<file path="config.mk">
export PLATFORM = sky130hd
export DESIGN_NAME = fp_round_pipe_flat
export DESIGN_NICKNAME = d
export VERILOG_FILES = /design/src/rtl/fp_pkg.sv /design/src/rtl/fp_round_pipe_if.sv /design/src/rtl/fp_round_inc.sv /design/src/rtl/fp_round_pipe.sv /design/src/flat_wrapper.sv
export SDC_FILE = /design/constraint.sdc
export NUM_CORES = 1
export LEC_CHECK = 0
export CORE_MARGIN = 1.5
export CORE_UTILIZATION = 48
export CTS_BUF_LIST = sky130_fd_sc_hd__clkbuf_16
export DETAILED_ROUTE_END_ITERATION = 10
export HOLD_SLACK_MARGIN = 0.08
export PLACE_DENSITY = 0.9
export SETUP_SLACK_MARGIN = 0.1
export SYNTH_ARGS = -nofsm -noshare
export SYNTH_HDL_FRONTEND = slang
export SYNTH_SLANG_ARGS = --single-unit
export TNS_END_PERCENT = 100
</file>
<file path="constraint.sdc">
create_clock -name clk -period 2.6 [get_ports clk]
set_input_delay 0.52 -clock clk [delete_from_list [all_inputs] [get_ports clk]]
set_output_delay 0.52 -clock clk [all_outputs]
set_load 0.01 [all_outputs]
</file>
<file path="src/rtl/fp_pkg.sv">
// rtl/fp_pkg.sv - shared types and helpers for the custom float rounder
package fp_pkg;

   localparam int EXP_W_DEF   = 7;
   localparam int MAN_W_DEF   = 10;
   localparam int EXTRA_W_DEF = 7;

   typedef enum logic [1:0] {
      RNE = 2'b00,
      RTZ = 2'b01,
      RUP = 2'b10,
      RDN = 2'b11
   } rnd_mode_e;

   typedef struct packed {
      logic                 sign;
      logic [EXP_W_DEF-1:0] exp;
      logic [MAN_W_DEF-1:0] frac;
   } fp18_t;

   // Directed modes saturate to infinity only when rounding away from zero.
   function automatic logic rounds_to_inf(rnd_mode_e mode, logic sign);
      return (mode == RNE) || ((mode == RUP) && !sign) || ((mode == RDN) && sign);
   endfunction

endpackage

</file>
<file path="src/rtl/fp_round_pipe_if.sv">
// rtl/fp_round_pipe_if.sv - input/output stream bundle of the rounding pipe
interface fp_round_pipe_if #(
   parameter int EXP_W   = 7,
   parameter int MAN_W   = 10,
   parameter int EXTRA_W = 7
) ();

   logic                     in_valid;
   logic                     in_ready;
   logic                     in_sign;
   logic [EXP_W-1:0]         in_exp;
   logic [MAN_W+EXTRA_W:0]   in_mant;
   logic [1:0]               in_mode;
   logic                     out_valid;
   logic                     out_ready;
   logic [EXP_W+MAN_W:0]     out_val;
   logic                     out_inexact;
   logic                     out_overflow;

   modport master (
      output in_valid, in_sign, in_exp, in_mant, in_mode, out_ready,
      input  in_ready, out_valid, out_val, out_inexact, out_overflow
   );

   modport slave (
      input  in_valid, in_sign, in_exp, in_mant, in_mode, out_ready,
      output in_ready, out_valid, out_val, out_inexact, out_overflow
   );

endinterface

</file>
<file path="src/rtl/fp_round_inc.sv">
// rtl/fp_round_inc.sv - round-increment decision from guard/sticky/lsb and mode
module fp_round_inc
   import fp_pkg::*;
#(
   parameter int EXTRA_W = 7
) (
   input  logic               sign,
   input  rnd_mode_e          mode,
   input  logic               lsb,
   input  logic [EXTRA_W-1:0] extra,
   output logic               inc,
   output logic               inexact
);

   logic guard;
   logic sticky;

   assign guard   = extra[EXTRA_W-1];
   assign sticky  = |extra[EXTRA_W-2:0];
   assign inexact = guard | sticky;

   always_comb begin
      inc = 1'b0;
      case (mode)
         RNE:     inc = guard & (sticky | lsb);
         RTZ:     inc = 1'b0;
         RUP:     inc = !sign & inexact;
         RDN:     inc = sign & inexact;
         default: inc = 1'b0;
      endcase
   end

endmodule

</file>
<file path="src/rtl/fp_round_pipe.sv">
// rtl/fp_round_pipe.sv - two-stage rounder: increment/carry, then exponent fixup and saturation
module fp_round_pipe
   import fp_pkg::*;
#(
   parameter int EXP_W   = EXP_W_DEF,
   parameter int MAN_W   = MAN_W_DEF,
   parameter int EXTRA_W = EXTRA_W_DEF
) (
   input  logic            clk,
   input  logic            rst,
   input  logic            flush,
   fp_round_pipe_if.slave  rp
);

   localparam int SUM_W = MAN_W + 2;
   localparam logic [EXP_W:0] EXP_MAX = {1'b0, {EXP_W{1'b1}}};
   localparam logic [SUM_W-1:0] SUM_CARRY = {1'b1, {(MAN_W+1){1'b0}}};

   logic                 advance;
   logic                 inc;
   logic                 inexact1;
   logic [SUM_W-1:0]     sum1;

   logic                 s1_valid;
   logic                 s1_sign;
   logic [EXP_W-1:0]     s1_exp;
   rnd_mode_e            s1_mode;
   logic                 s1_carry;
   logic [MAN_W-1:0]     s1_frac;
   logic                 s1_inexact;

   logic [EXP_W:0]       exp2;
   logic [EXP_W+MAN_W:0] val2;
   logic                 inx2;
   logic                 ovf2;

   logic                 out_valid_q;
   logic [EXP_W+MAN_W:0] out_val_q;
   logic                 out_inexact_q;
   logic                 out_overflow_q;

   // The whole pipe advances in lockstep, so one stall signal covers both stages.
   assign advance     = !out_valid_q || rp.out_ready;
   assign rp.in_ready = advance;

   fp_round_inc #(.EXTRA_W(EXTRA_W)) u_inc (
      .sign    (rp.in_sign),
      .mode    (rnd_mode_e'(rp.in_mode)),
      .lsb     (rp.in_mant[EXTRA_W]),
      .extra   (rp.in_mant[EXTRA_W-1:0]),
      .inc     (inc),
      .inexact (inexact1)
   );

   assign sum1 = {1'b0, rp.in_mant[MAN_W+EXTRA_W:EXTRA_W]} + {{(SUM_W-1){1'b0}}, inc};

   always_comb begin
      exp2 = {1'b0, s1_exp} + {{EXP_W{1'b0}}, s1_carry};
      val2 = {s1_sign, exp2[EXP_W-1:0], (s1_carry ? {MAN_W{1'b0}} : s1_frac)};
      inx2 = s1_inexact;
      ovf2 = 1'b0;
      if (s1_exp == '0) begin
         val2 = {s1_sign, {(EXP_W+MAN_W){1'b0}}};
         inx2 = 1'b0;
      end else if (exp2 >= EXP_MAX) begin
         ovf2 = 1'b1;
         inx2 = 1'b1;
         if (rounds_to_inf(s1_mode, s1_sign))
            val2 = {s1_sign, {EXP_W{1'b1}}, {MAN_W{1'b0}}};
         else
            val2 = {s1_sign, {(EXP_W-1){1'b1}}, 1'b0, {MAN_W{1'b1}}};
      end
   end

   always_ff @(posedge clk or posedge rst) begin
      if (rst) begin
         s1_valid       <= 1'b0;
         s1_sign        <= 1'b0;
         s1_exp         <= '0;
         s1_mode        <= RNE;
         s1_carry       <= 1'b0;
         s1_frac        <= '0;
         s1_inexact     <= 1'b0;
         out_valid_q    <= 1'b0;
         out_val_q      <= '0;
         out_inexact_q  <= 1'b0;
         out_overflow_q <= 1'b0;
      end else if (advance) begin
         s1_valid    <= rp.in_valid && !flush;
         out_valid_q <= s1_valid && !flush;
         if (rp.in_valid) begin
            s1_sign    <= rp.in_sign;
            s1_exp     <= rp.in_exp;
            s1_mode    <= rnd_mode_e'(rp.in_mode);
            s1_carry   <= (sum1 == SUM_CARRY);
            s1_frac    <= sum1[MAN_W-1:0];
            s1_inexact <= inexact1;
         end
         if (s1_valid) begin
            out_val_q      <= val2;
            out_inexact_q  <= inx2;
            out_overflow_q <= ovf2;
         end
      end else if (flush) begin
         s1_valid    <= 1'b0;
         out_valid_q <= 1'b0;
      end
   end

   assign rp.out_valid    = out_valid_q;
   assign rp.out_val      = out_val_q;
   assign rp.out_inexact  = out_inexact_q;
   assign rp.out_overflow = out_overflow_q;

endmodule

</file>
<file path="src/flat_wrapper.sv">
// flat-port wrapper written by rule: the top's interface ports become plain ports
module fp_round_pipe_flat import fp_pkg::*;
#(
   parameter int EXP_W   = EXP_W_DEF,
   parameter int MAN_W   = MAN_W_DEF,
   parameter int EXTRA_W = EXTRA_W_DEF
)
  (clk, rst, flush, rp_in_valid, rp_in_sign, rp_in_exp, rp_in_mant, rp_in_mode, rp_out_ready, rp_in_ready, rp_out_valid, rp_out_val, rp_out_inexact, rp_out_overflow);
  fp_round_pipe_if #(.EXP_W(EXP_W), .MAN_W(MAN_W), .EXTRA_W(EXTRA_W)) rp_i ();
  input  logic clk;
  input  logic rst;
  input  logic flush;
  input wire logic [$bits(rp_i.in_valid)-1:0] rp_in_valid;
  input wire logic [$bits(rp_i.in_sign)-1:0] rp_in_sign;
  input wire logic [$bits(rp_i.in_exp)-1:0] rp_in_exp;
  input wire logic [$bits(rp_i.in_mant)-1:0] rp_in_mant;
  input wire logic [$bits(rp_i.in_mode)-1:0] rp_in_mode;
  input wire logic [$bits(rp_i.out_ready)-1:0] rp_out_ready;
  output wire logic [$bits(rp_i.in_ready)-1:0] rp_in_ready;
  output wire logic [$bits(rp_i.out_valid)-1:0] rp_out_valid;
  output wire logic [$bits(rp_i.out_val)-1:0] rp_out_val;
  output wire logic [$bits(rp_i.out_inexact)-1:0] rp_out_inexact;
  output wire logic [$bits(rp_i.out_overflow)-1:0] rp_out_overflow;
  assign rp_i.in_valid = rp_in_valid;
  assign rp_i.in_sign = rp_in_sign;
  assign rp_i.in_exp = rp_in_exp;
  assign rp_i.in_mant = rp_in_mant;
  assign rp_i.in_mode = rp_in_mode;
  assign rp_i.out_ready = rp_out_ready;
  assign rp_in_ready = rp_i.in_ready;
  assign rp_out_valid = rp_i.out_valid;
  assign rp_out_val = rp_i.out_val;
  assign rp_out_inexact = rp_i.out_inexact;
  assign rp_out_overflow = rp_i.out_overflow;
  fp_round_pipe #(.EXP_W(EXP_W), .MAN_W(MAN_W), .EXTRA_W(EXTRA_W)) u_core (.clk(clk), .rst(rst), .flush(flush), .rp(rp_i));
endmodule
</file>
==> metrics.yaml <==
run_status: "completed"
grt_pass1_wl_um: 7580
timing_worst_setup_path_type: "register to register"
clock_skew_ns: 0.00533
synthDominantCellAreaShare: 0.538
synth-seq-area-share: 0.538
routed_via_density: 5.92
post-place-ws_ns: -0.248
global_route.overflow_total: 0
via_count: 1788
worstSkewPairLatency_ns: 0.29
num_io_pins: 55
netlist_area_um2: 2050
finalCritPeriodShare: 0.959
max_cap_viol_count: 0
maxSlewViolCount: 0
cts.reportedPaths.clkPinSlew_ns: 0.06
syn_to_final_growth_pct: 50.7
post_synth_main_area_contributors: "sky130_fd_sc_hd__dfrtp_1 54%, sky130_fd_sc_hd__mux2_2 7.1%, sky130_fd_sc_hd__a221o_1 6.4%"
drcViolationCount: 0
finalCriticalPeriod_ns: 2.49
power.combinational.fraction: 0.203
core_box_area_um2: 4060
post_route_worst_setup_slack_ns: 0.107
floorplan.die_area_um2: 4670
slew-limit-headroom: 0.645
route.detailed.wl_per_inst_um: 18.7
timing.final.setup_violations: 0
syn_nets: 212
internal_power_mw: 1.71
final_nets: 288
clock_network_power_share: 0.405
finalHoldViolations: 0
floorplan.initialDensity: 0.505
share_of_cells_above_drive_strength_1: 0.254
hpwlAfterDp_um: 3260
grt_max_degree: 45
cts_sinks: 44
placement_rows: 23
drt-pass1-iter-count: 4
peakVddDrop_uv: 553
die-width_um: 68.3
seq_power_share: 0.391
final_antenna_net_count: 0
cts_root_buf: "sky130_fd_sc_hd__clkbuf_16"
critPathRequiredTime_ns: 2.76
critPathMaxFanout: 5
global_route.usage.total: 0.228
htree_levels: 2
power.switching_mw: 0.534
critical_path.most_common_cell: "sky130_fd_sc_hd__ha_4"
synth_seq_cells: 44
postPlaceCellArea_um2: 2700
synth-main-ff-cell: "sky130_fd_sc_hd__dfrtp_1"
cts-buffers-inserted: 5
antenna_violations_before_repair: 0
antennaDiodeCount: 0
port_buffers: 54
number_of_synthesis_warnings: 0
finalCoreUtilization: 0.761
netSwitchingFraction: 0.238
dpl.cell_count: 284
maximum_frequency_from_static_timing_analysis_ghz: 0.401
crit_chain: "ha_4 > ha_4 > nand3_2 > or3_4 > a2111o_1 > and4b_4 > a221o_1"
initialDrtViolationCount: 125
grt_setup_unrepaired: "no"
worst_setup_path_end_kind: "register"
count_of_unique_library_cells_instantiated_by_yosys: 37
post_synth_inst_count: 175
finalWirelength_um: 5650
edff_count_synth: 0
cpPeakStageDelay_ns: 0.53
fp.dieH_um: 68.3
layoutNonFillerInstCount: 302
grt_pass1_vias: 1636
synthDominantAreaCellType: "sky130_fd_sc_hd__dfrtp_1"
critical-path-slowest-cell: "sky130_fd_sc_hd__a2111o_1"
arrival_ns: 2.65
clockBufferDepth: 2
power_density_nw_per_um2: 727
whs_ns: 0.479
worstSetupStartpointType: "register"
cts_tree: "done"
finalPower_mw: 2.24
timing.setup.tns_ns: 0
finalInstanceArea_um2: 3090
timing_worst_slew_pin_value_ns: 0.532
routability_congestion_estimate_from_global_placement: 0.792
synth_area_per_cell_um2: 11.7
hold_path.class: "register to register"
async_flop_share: 1.00
total_leakage_power_nw: 1.33
ctsHoldBuffers: 0
registers in the layout, summed over array words and instances (netlist names):
name / count
u_core.s1_exp: 7
u_core.s1_sign: 1
u_core.s1_inexact: 1
u_core.s1_valid: 1
u_core.rp.out_inexact: 1
u_core.rp.out_val: 18
u_core.s1_frac: 10
u_core.s1_carry: 1
u_core.rp.out_overflow: 1
u_core.rp.out_valid: 1
u_core.s1_mode: 2
metal layers:
layer  up-vias  wire length, um  global-route usage
li1        809                -                   -
met1       863             2210               0.284
met2        91             2930               0.369
met3        25              339              0.0510
met4         0              180               0.123
met5         -                0                   0
power groups by stage:
stage          registers [mW]  logic [mW]  clock network, mW
6_report                0.878       0.456              0.909
3_5_place_dp            0.882       0.425                  0
5_1_grt                 0.890       0.491              0.944
4_1_cts                 0.872       0.433              0.912
2_1_floorplan           0.892       0.173                  0
3_3_place_gp            0.876       0.413                  0
Yosys cell counts, drive strengths merged (4+ instances only):
library cell / instances
xor2: 5
nand2: 19
a21oi: 6
nand3: 6
nor2: 4
a221o: 13
and3: 5
xnor2: 8
inv: 4
dfrtp: 44
mux2: 13
a21o: 4
o21ai: 11
ha: 4
layout by cell type, fill, tap and decap left out, drive strengths merged, types with 2 or more instances in the layout:
master,count
dfrtp,44
nor4,2
ha,4
o31ai,2
nand4,3
xnor2,8
a21oi,6
a211oi,2
clkbuf,5
nand2,19
nor2,4
buf,21
o21ai,11
clkdlybuf4s50,51
or2,2
xor2,5
and4b,2
a221o,13
bufinv,3
a21o,4
and3,5
mux2,13
inv,4
nand3,6
dlymetal6s2s,3
final cells by class:
| type | instances | area (um^2) |
|---|---|---|
| Sequential cell | 44 | 1100 |
| Clock buffer | 5 | 125 |
| Multi-Input combinational cell | 121 | 986 |
| Tap cell | 50 | 62.6 |
| Fill cell | 235 | 971 |
| Clock inverter | 3 | 90.1 |
| Timing Repair Buffer | 75 | 706 |
| Inverter | 4 | 15.0 |
worst paths after layout:
path | depth (start not counted) | slack, ns | end | start
setup / recovery | 7 | 0.11 | u_core.rp.out_val[3] | u_core.s1_carry
hold / removal | 1 | 0.48 | u_core.rp.out_val[12] | u_core.rp.out_val[12]
setup reg to reg | 7 | 0.11 | u_core.rp.out_val[3] | u_core.s1_carry
hold reg to reg | 1 | 0.48 | u_core.rp.out_val[12] | u_core.rp.out_val[12]
max in group asynchronous | 3 | 1.53 | u_core.s1_exp[0] | rst
min in group asynchronous | 3 | 0.67 | u_core.rp.out_val[5] | rst
what timing repair did:
item                                   4_1_cts  5_1_grt
gates cloned                                 0        1
pin swaps                                    5       11
endpoints found under the hold margin        0        0
setup endpoints to repair                   13       20
setup buffers                                4        5
gates resized for setup                      3       20
worst max-delay path, delay by kind of cell (launching register included):
family | cells | cell delay (ns)
adder cells (fa/ha/maj) | 2 | 0.33
AO/OA/AOI/OAI | 2 | 0.85
flip-flops | 1 | 0.44
AND/OR/NAND/NOR | 3 | 0.74
logic make-up (layout without fill, tap and decap cells):
kind of cell | after synthesis | count (layout) | synth area share
AND/OR/NAND/NOR | 48 | 49 | 0.124
XOR/XNOR | 13 | 13 | 0.0556
multiplexers | 13 | 13 | 0.0715
adder cells (fa/ha/maj) | 4 | 4 | 0.0244
buffers and inverters | 11 | 87 | 0.0299
AO/OA/AOI/OAI | 42 | 42 | 0.157
flip-flops | 44 | 44 | 0.538
(Power assumes the default switching activity.)
